==> src/rtl/w_ptr_full_ctrl.sv <==
// Write-domain pointer/status controller for an async FIFO.
// It produces the binary RAM address, the Gray write pointer, and full, almost-full, free, overflow status.
module w_ptr_full_ctrl #(
    parameter int ADDR_WIDTH = 4,
    parameter int OVF_CNT_W  = 8
) (
    input  logic                  w_clk,
    input  logic                  w_rst_n,
    input  logic                  w_inc,
    input  logic [ADDR_WIDTH:0]   w_q2_r_ptr,
    input  logic [ADDR_WIDTH:0]   w_af_level,
    input  logic                  w_ovf_clr,
    output logic                  w_ack,
    output logic [ADDR_WIDTH-1:0] w_addr,
    output logic [ADDR_WIDTH:0]   w_ptr,
    output logic                  w_full,
    output logic                  w_almost_full,
    output logic [ADDR_WIDTH:0]   w_free,
    output logic                  w_ovf,
    output logic [OVF_CNT_W-1:0]  w_ovf_cnt
);

    localparam int PW = ADDR_WIDTH + 1;
    localparam logic [PW-1:0] DEPTH = PW'(2 ** ADDR_WIDTH);

    logic [PW-1:0] w_bin;
    logic [PW-1:0] w_bin_next;
    logic [PW-1:0] w_gray_next;
    logic [PW-1:0] r_bin;
    logic [PW-1:0] used_next;
    logic [PW-1:0] free_next;
    logic          drop;

    function automatic logic [PW-1:0] gray2bin(input logic [PW-1:0] g);
        logic [PW-1:0] b;
        b = g;
        for (int i = PW - 2; i >= 0; i--) begin
            b[i] = b[i+1] ^ g[i];
        end
        return b;
    endfunction

    assign w_ack       = w_inc & ~w_full;
    assign drop        = w_inc & w_full;
    assign w_addr      = w_bin[ADDR_WIDTH-1:0];
    assign w_bin_next  = w_bin + PW'(w_ack);
    assign w_gray_next = (w_bin_next >> 1) ^ w_bin_next;
    assign r_bin       = gray2bin(w_q2_r_ptr);
    // Modular difference stays correct across the pointer wrap because the extra MSB disambiguates laps.
    assign used_next   = w_bin_next - r_bin;
    assign free_next   = DEPTH - used_next;

    always_ff @(posedge w_clk or negedge w_rst_n) begin
        if (!w_rst_n) begin
            w_bin         <= '0;
            w_ptr         <= '0;
            w_full        <= 1'b0;
            w_almost_full <= 1'b0;
            w_free        <= DEPTH;
            w_ovf         <= 1'b0;
            w_ovf_cnt     <= '0;
        end else begin
            w_bin         <= w_bin_next;
            w_ptr         <= w_gray_next;
            w_full        <= (free_next == '0);
            w_free        <= free_next;
            w_almost_full <= (free_next <= w_af_level);
            // A drop coinciding with a clear restarts the count at one rather than losing the event.
            if (drop) begin
                w_ovf <= 1'b1;
                if (w_ovf_clr) begin
                    w_ovf_cnt <= OVF_CNT_W'(1);
                end else if (w_ovf_cnt != '1) begin
                    w_ovf_cnt <= w_ovf_cnt + OVF_CNT_W'(1);
                end
            end else if (w_ovf_clr) begin
                w_ovf     <= 1'b0;
                w_ovf_cnt <= '0;
            end
        end
    end

    // More than DEPTH words in use can only come from a corrupted pointer.
    assert property (@(posedge w_clk) disable iff (!w_rst_n) used_next <= DEPTH);

endmodule

==> config.mk <==
export PLATFORM = sky130hd
export DESIGN_NAME = w_ptr_full_ctrl
export DESIGN_NICKNAME = d
export VERILOG_FILES = /design/src/rtl/w_ptr_full_ctrl.sv
export SDC_FILE = /design/constraint.sdc
export NUM_CORES = 1
export LEC_CHECK = 0
export CORE_UTILIZATION = 50
export CTS_CLUSTER_SIZE = 25
export DETAILED_ROUTE_END_ITERATION = 8
export HOLD_SLACK_MARGIN = 0.12
export PLACE_DENSITY = 0.84
export SLEW_MARGIN = 20
export SYNTH_ARGS = -nofsm -noshare
export SYNTH_HDL_FRONTEND = slang
export SYNTH_SLANG_ARGS = --single-unit
==> constraint.sdc <==
create_clock -name w_clk -period 7.5 [get_ports w_clk]
set_input_delay 1.125 -clock w_clk [delete_from_list [all_inputs] [get_ports w_clk]]
set_output_delay 1.125 -clock w_clk [all_outputs]
set_load 0.05 [all_outputs]
Word level (Yosys, flattened, before mapping). Cells that the tools add are included.

Bits of input ports: 14. Flip-flop bits (word level): 26. Bits in writable memories: 0. Bits in read-only memories: 0. Memories: 0. Bits in latches: 0. Output and inout port bits: 26.

Add/sub/neg operators: 4. Shifts and indexed selects: 0. Mux-type cells: 6. Equal/unequal tests: 1. Multiply operators: 0. Bitwise operators: 8. Div/mod/pow operators: 0. $lt $le $gt $ge: 1. Reductions and logical operators: 4.

Operator list (count): two-way mux 8 bit (4); adder 8 x 1 -> 8 bit, second input constant (1); != test 8 bit, second input constant (1); adder 5 x 1 -> 5 bit (1); <= comparator 5 bit (1); zero test 5 bit (1); subtractor 5 bit (1); subtractor 5 bit, first input constant (1); XOR 4 x 5 -> 5 bit (1); nonzero test 2 bit (2); XOR 1 bit (4); bitwise AND 1 bit (2); two-way mux 1 bit (2); AND reduction 2 bit (1); NOT 1 bit (1).

Depth between registers and ports, before layout.
Word-level depth: 7. Gate-level depth with buffers: 14. Mapped depth without buffers: 14.

Worst setup path after synthesis. Ideal clock, no wire load.

Kind: input port to flip-flop. Start: input port w_inc. End: register w_almost_full. Data required time: 7.382 ns. Cell stages on the path: 13. Buffers on the path: 0. Arrival: 4.425 ns. Path slack: 2.956 ns. Cell sequence: nor2b_1 > ha_1 > ha_1 > xnor2_1 > ha_1 > ha_1 > a21o_1 > a21oi_1 > xnor3_1 > ha_1 > nand2_1 > o22ai_1 > a21o_1.

Longest elaborated chain between the ends: 5.

Ends and longest elaborated chain: from (decl) (line 9) `input logic w_inc,`; bitwise AND 1 bit (line 43) `assign w_ack = w_inc & ~w_full;`; adder 5 x 1 -> 5 bit (line 46) `assign w_bin_next = w_bin + PW'(w_ack);`; subtractor 5 bit (line 50) `assign used_next = w_bin_next - r_bin;`; subtractor 5 bit (line 51) `assign free_next = DEPTH - used_next;`; via free_next[4] (line 31) `logic [PW-1:0] free_next;`; <= comparator 5 bit (line 67) `w_almost_full <= (free_next <= w_af_level);`; to (signal assigned) (line 67); to (decl) (line 17) `output logic w_almost_full,`.

The timed path passes the listed nets, and every way through them passes these cells. A chain may end at the register's enable or synchronous reset.

Final worst setup path. Ends and elaborated chain as after synthesis.

==> flow_summary_export.csv <==
group,metric,value,unit
outcome,outcome,"complete, no violations",
worst_setup_path,cpMostUsedCell,"ha_1",
floorplanning,core,2520,sq um
cells_and_area,final_net_count,191,
worst_setup_path,path_cells,"clkdlybuf4s50_1 -> nor2b_1 -> ha_1 -> ha_1 -> xnor2_1 -> ha_1 -> ha_1 -> a21o_1 -> a21oi_1 -> xnor3_1 -> ha_1 -> nand2_1 -> o22ai_1 -> a21o_1",
floorplanning,initial_utilization,53.9,%
clocking,clk_pin_slew_worst_paths,0.13,ns
sta,post-route-min-period,4.29,ns
global_route,grt_most_used_layer,"met2",
detailed_routing,drt-initial-drc-count,4,
synthesis,synth.cell_area,1360,sq um
sta,finClkSkew,0.00653,ns
synthesis,syn_inst,118,
cells_and_area,utilization,71.6,%
worst_setup_path,endpoint_kind,"register",
cells_and_area,syn2layout_area_growth,32.8,%
cells_and_area,fill_cells,213,
global_route,use_met3,2.54,%
detailed_routing,firstDrtPassIters,4,
floorplanning,fp.dieH,54.2,um
cells_and_area,diodes,0,
clocking,clk_latency,0.32,ns
placed_design,place_congestion,0.813,
sta,hold_viol_final,0,
clocking,post_cts_buffers,0,
clocking,cts-htree-levels,1,
sta,clock.fmax,233,MHz
worst_setup_path,crit_family,"adder cells",
detailed_routing,vias_per_cell,5.43,
sta,timing.slew.headroom,64.3,%
worst_setup_path,cp.buffers_inverters,1,
synthesis,synth_most_common_cell,"dfrtp_1",
synthesis,async_flop_share,100,%
floorplanning,die_w,54.2,um
synthesis,synth_fp_nets,148,
power_and_ir_drop,ir_worst_vdd,0.432,mV
worst_setup_path,criticalPathCategory,"input port to register",
synthesis,avgSynthCellArea,11.5,sq um
global_route,antenna_found_initial,0,
placed_design,port_buffers,39,
detailed_routing,vias,1031,
synthesis,yosysTopAreaCell,"dfrtp_1",
job,maxCapViolCount,0,
sta,fin_crit_sh,57.2,%
worst_setup_path,slowest_delay,0.48,ns
synthesis,synth-edff-count,0,
sta,rsz0062_at_grt,"no",
clocking,clockBufferDepth,2,
clocking,cts_buffers,3,
cells_and_area,stdcell_area,1810,sq um
min_path,worstHoldPathType,"register to register",
synthesis,synth_seq_cells,25,
floorplanning,ioPinCount,40,
worst_setup_path,crit_fanout,4,
detailed_routing,wl,2810,um
synthesis,yosysSeqAreaShare,46.1,%
cells_and_area,drive_above_1_share,7.50,%
synthesis,yosys_warnings,0,
power_and_ir_drop,fin_total_pwr,905,uW
sta,finalSetupViolations,0,
synthesis,yosys-top-cells-area,"dfrtp_1, ha_1, inv_1",
worst_setup_path,cp.arrival,4.51,ns
global_route,grt_pass1_wl,4370,um
detailed_routing,wl_per_cell,14.8,um
placed_design,hpwl,2290,um
global_route,grt_start_max_net_pins,26,
floorplanning,die-area,2930,sq um
sta,timing.setup.tns,0,ns
clocking,cts-resized-gates,0,
placed_design,placedInstanceArea,1780,sq um
power_and_ir_drop,total_leakage_power,0.796,nW
worst_setup_path,start_kind,"input port",
clocking,cts_tree,"yes",
global_route,grtUsageMet2,41.9,%
detailed_routing,drc,0,
placed_design,place_inst,186,
synthesis,synth_top_area_share,44.2,%
floorplanning,rows,18,
global_route,grtUsageMet1,23.9,%
worst_setup_path,cpMaxStageDelayCell,"xnor3_1",
synthesis,synth_commonest_cells,"dfrtp_1, ha_1, inv_1",
sta,worstMarginPinSlew,0.534,ns
clocking,cts_root_buf,"clkbuf_4",
clocking,clock-sinks,25,
global_route,grt-ovfl-total,0,
clocking,postCtsHoldBufs,0,
global_route,track_usage,22.1,%
synthesis,ys_types,37,
global_route,grt_pass1_vias,970,
power_and_ir_drop,powerDensity,501,nW/um^2
cells_and_area,final_cells,190,
synthesis,synth_flop_cell,"dfrtp_1",
sta,report.final.slew_viol_count,0,
worst_setup_path,cp.required,7.72,ns
detailed_routing,ant_nets,0,
==> cell families after synthesis <==
group / share of synthesized area [%]
simple gates: 11.1
buf+inv: 3.86
compound gates: 10.8
flops: 46.1
fa+ha+maj: 15.3
xor+xnor: 12.9
==> flip-flops by register name, summed over array words and instances (netlist names) <==
name           flops
w_almost_full      1
w_bin              5
w_free             5
w_full             1
w_ovf              1
w_ovf_cnt          8
w_ptr              4
==> worst min-delay path: stages (launching register included) <==
cell and delay [ns]:
dfrtp_1 0.41, inv_1 0.05, o21ai_0 0.06
==> per-layer routing <==
layer | vias up | part of all wire (%)
met3 | 4 | 3.2
met1 | 497 | 41
met2 | 30 | 54
li1 | 500 | -
met5 | - | 0
met4 | 0 | 2.0
==> power breakdown <==
part | total, mW | leakage [nW] | internal, mW | switching, mW
Sequential | 0.211 | 0.313 | 0.188 | 0.0228
Clock | 0.0596 | 0.0150 | 0.0208 | 0.0388
Combinational | 0.634 | 0.468 | 0.256 | 0.378
Total | 0.905 | 0.796 | 0.465 | 0.440
==> layout by cell type, fill, tap and decap left out, drive strengths merged, types with 3 or more instances in the layout <==
| cell | synthesis | layout |
|---|---|---|
| nand3 | 4 | 4 |
| clkbuf | 1 | 4 |
| ha | 15 | 15 |
| o21ai | 5 | 5 |
| o211ai | 4 | 4 |
| nand2 | 6 | 6 |
| clkdlybuf4s50 | 0 | 38 |
| xor2 | 8 | 8 |
| inv | 13 | 13 |
| a21oi | 4 | 4 |
| nor2 | 3 | 3 |
| xnor2 | 6 | 6 |
| dfrtp | 24 | 24 |
==> path summary, 6_finish.rpt <==
check / from / endpoint / depth (start not counted) / slack, ns
worst max-delay path: w_inc / w_almost_full / 14 / 3.21
worst max register to register: w_full / w_almost_full / 13 / 4.15
worst min-delay path: w_ovf / w_ovf / 2 / 0.54
worst min register to register: w_ovf / w_ovf / 2 / 0.54
max in group asynchronous: w_rst_n / w_free[4] / 1 / 6.37
min in group asynchronous: w_rst_n / w_bin[0] / 1 / 0.77
==> per-stage QoR <==
step | hold slack, ns | worst slack (ns)
floorplan | 0.748 | 2.96
global placement | 0.514 | 3.05
finish | 0.536 | 3.21
detailed placement | 0.526 | 2.83
global route | 0.575 | 3.07
CTS | 0.541 | 3.18
==> layout make-up <==
| cell class | count | area [sq um] | area share, % |
|---|---|---|---|
| inverters | 13 | 48.8 | 2.70 |
| multi-input cells | 79 | 681 | 37.7 |
| well taps | 30 | 37.5 | 2.08 |
| flip-flops and latches | 25 | 627 | 34.7 |
| repair buffers | 39 | 385 | 21.3 |
| clock buffers | 4 | 26.3 | 1.46 |
Power figures use the tool's default switching activity.
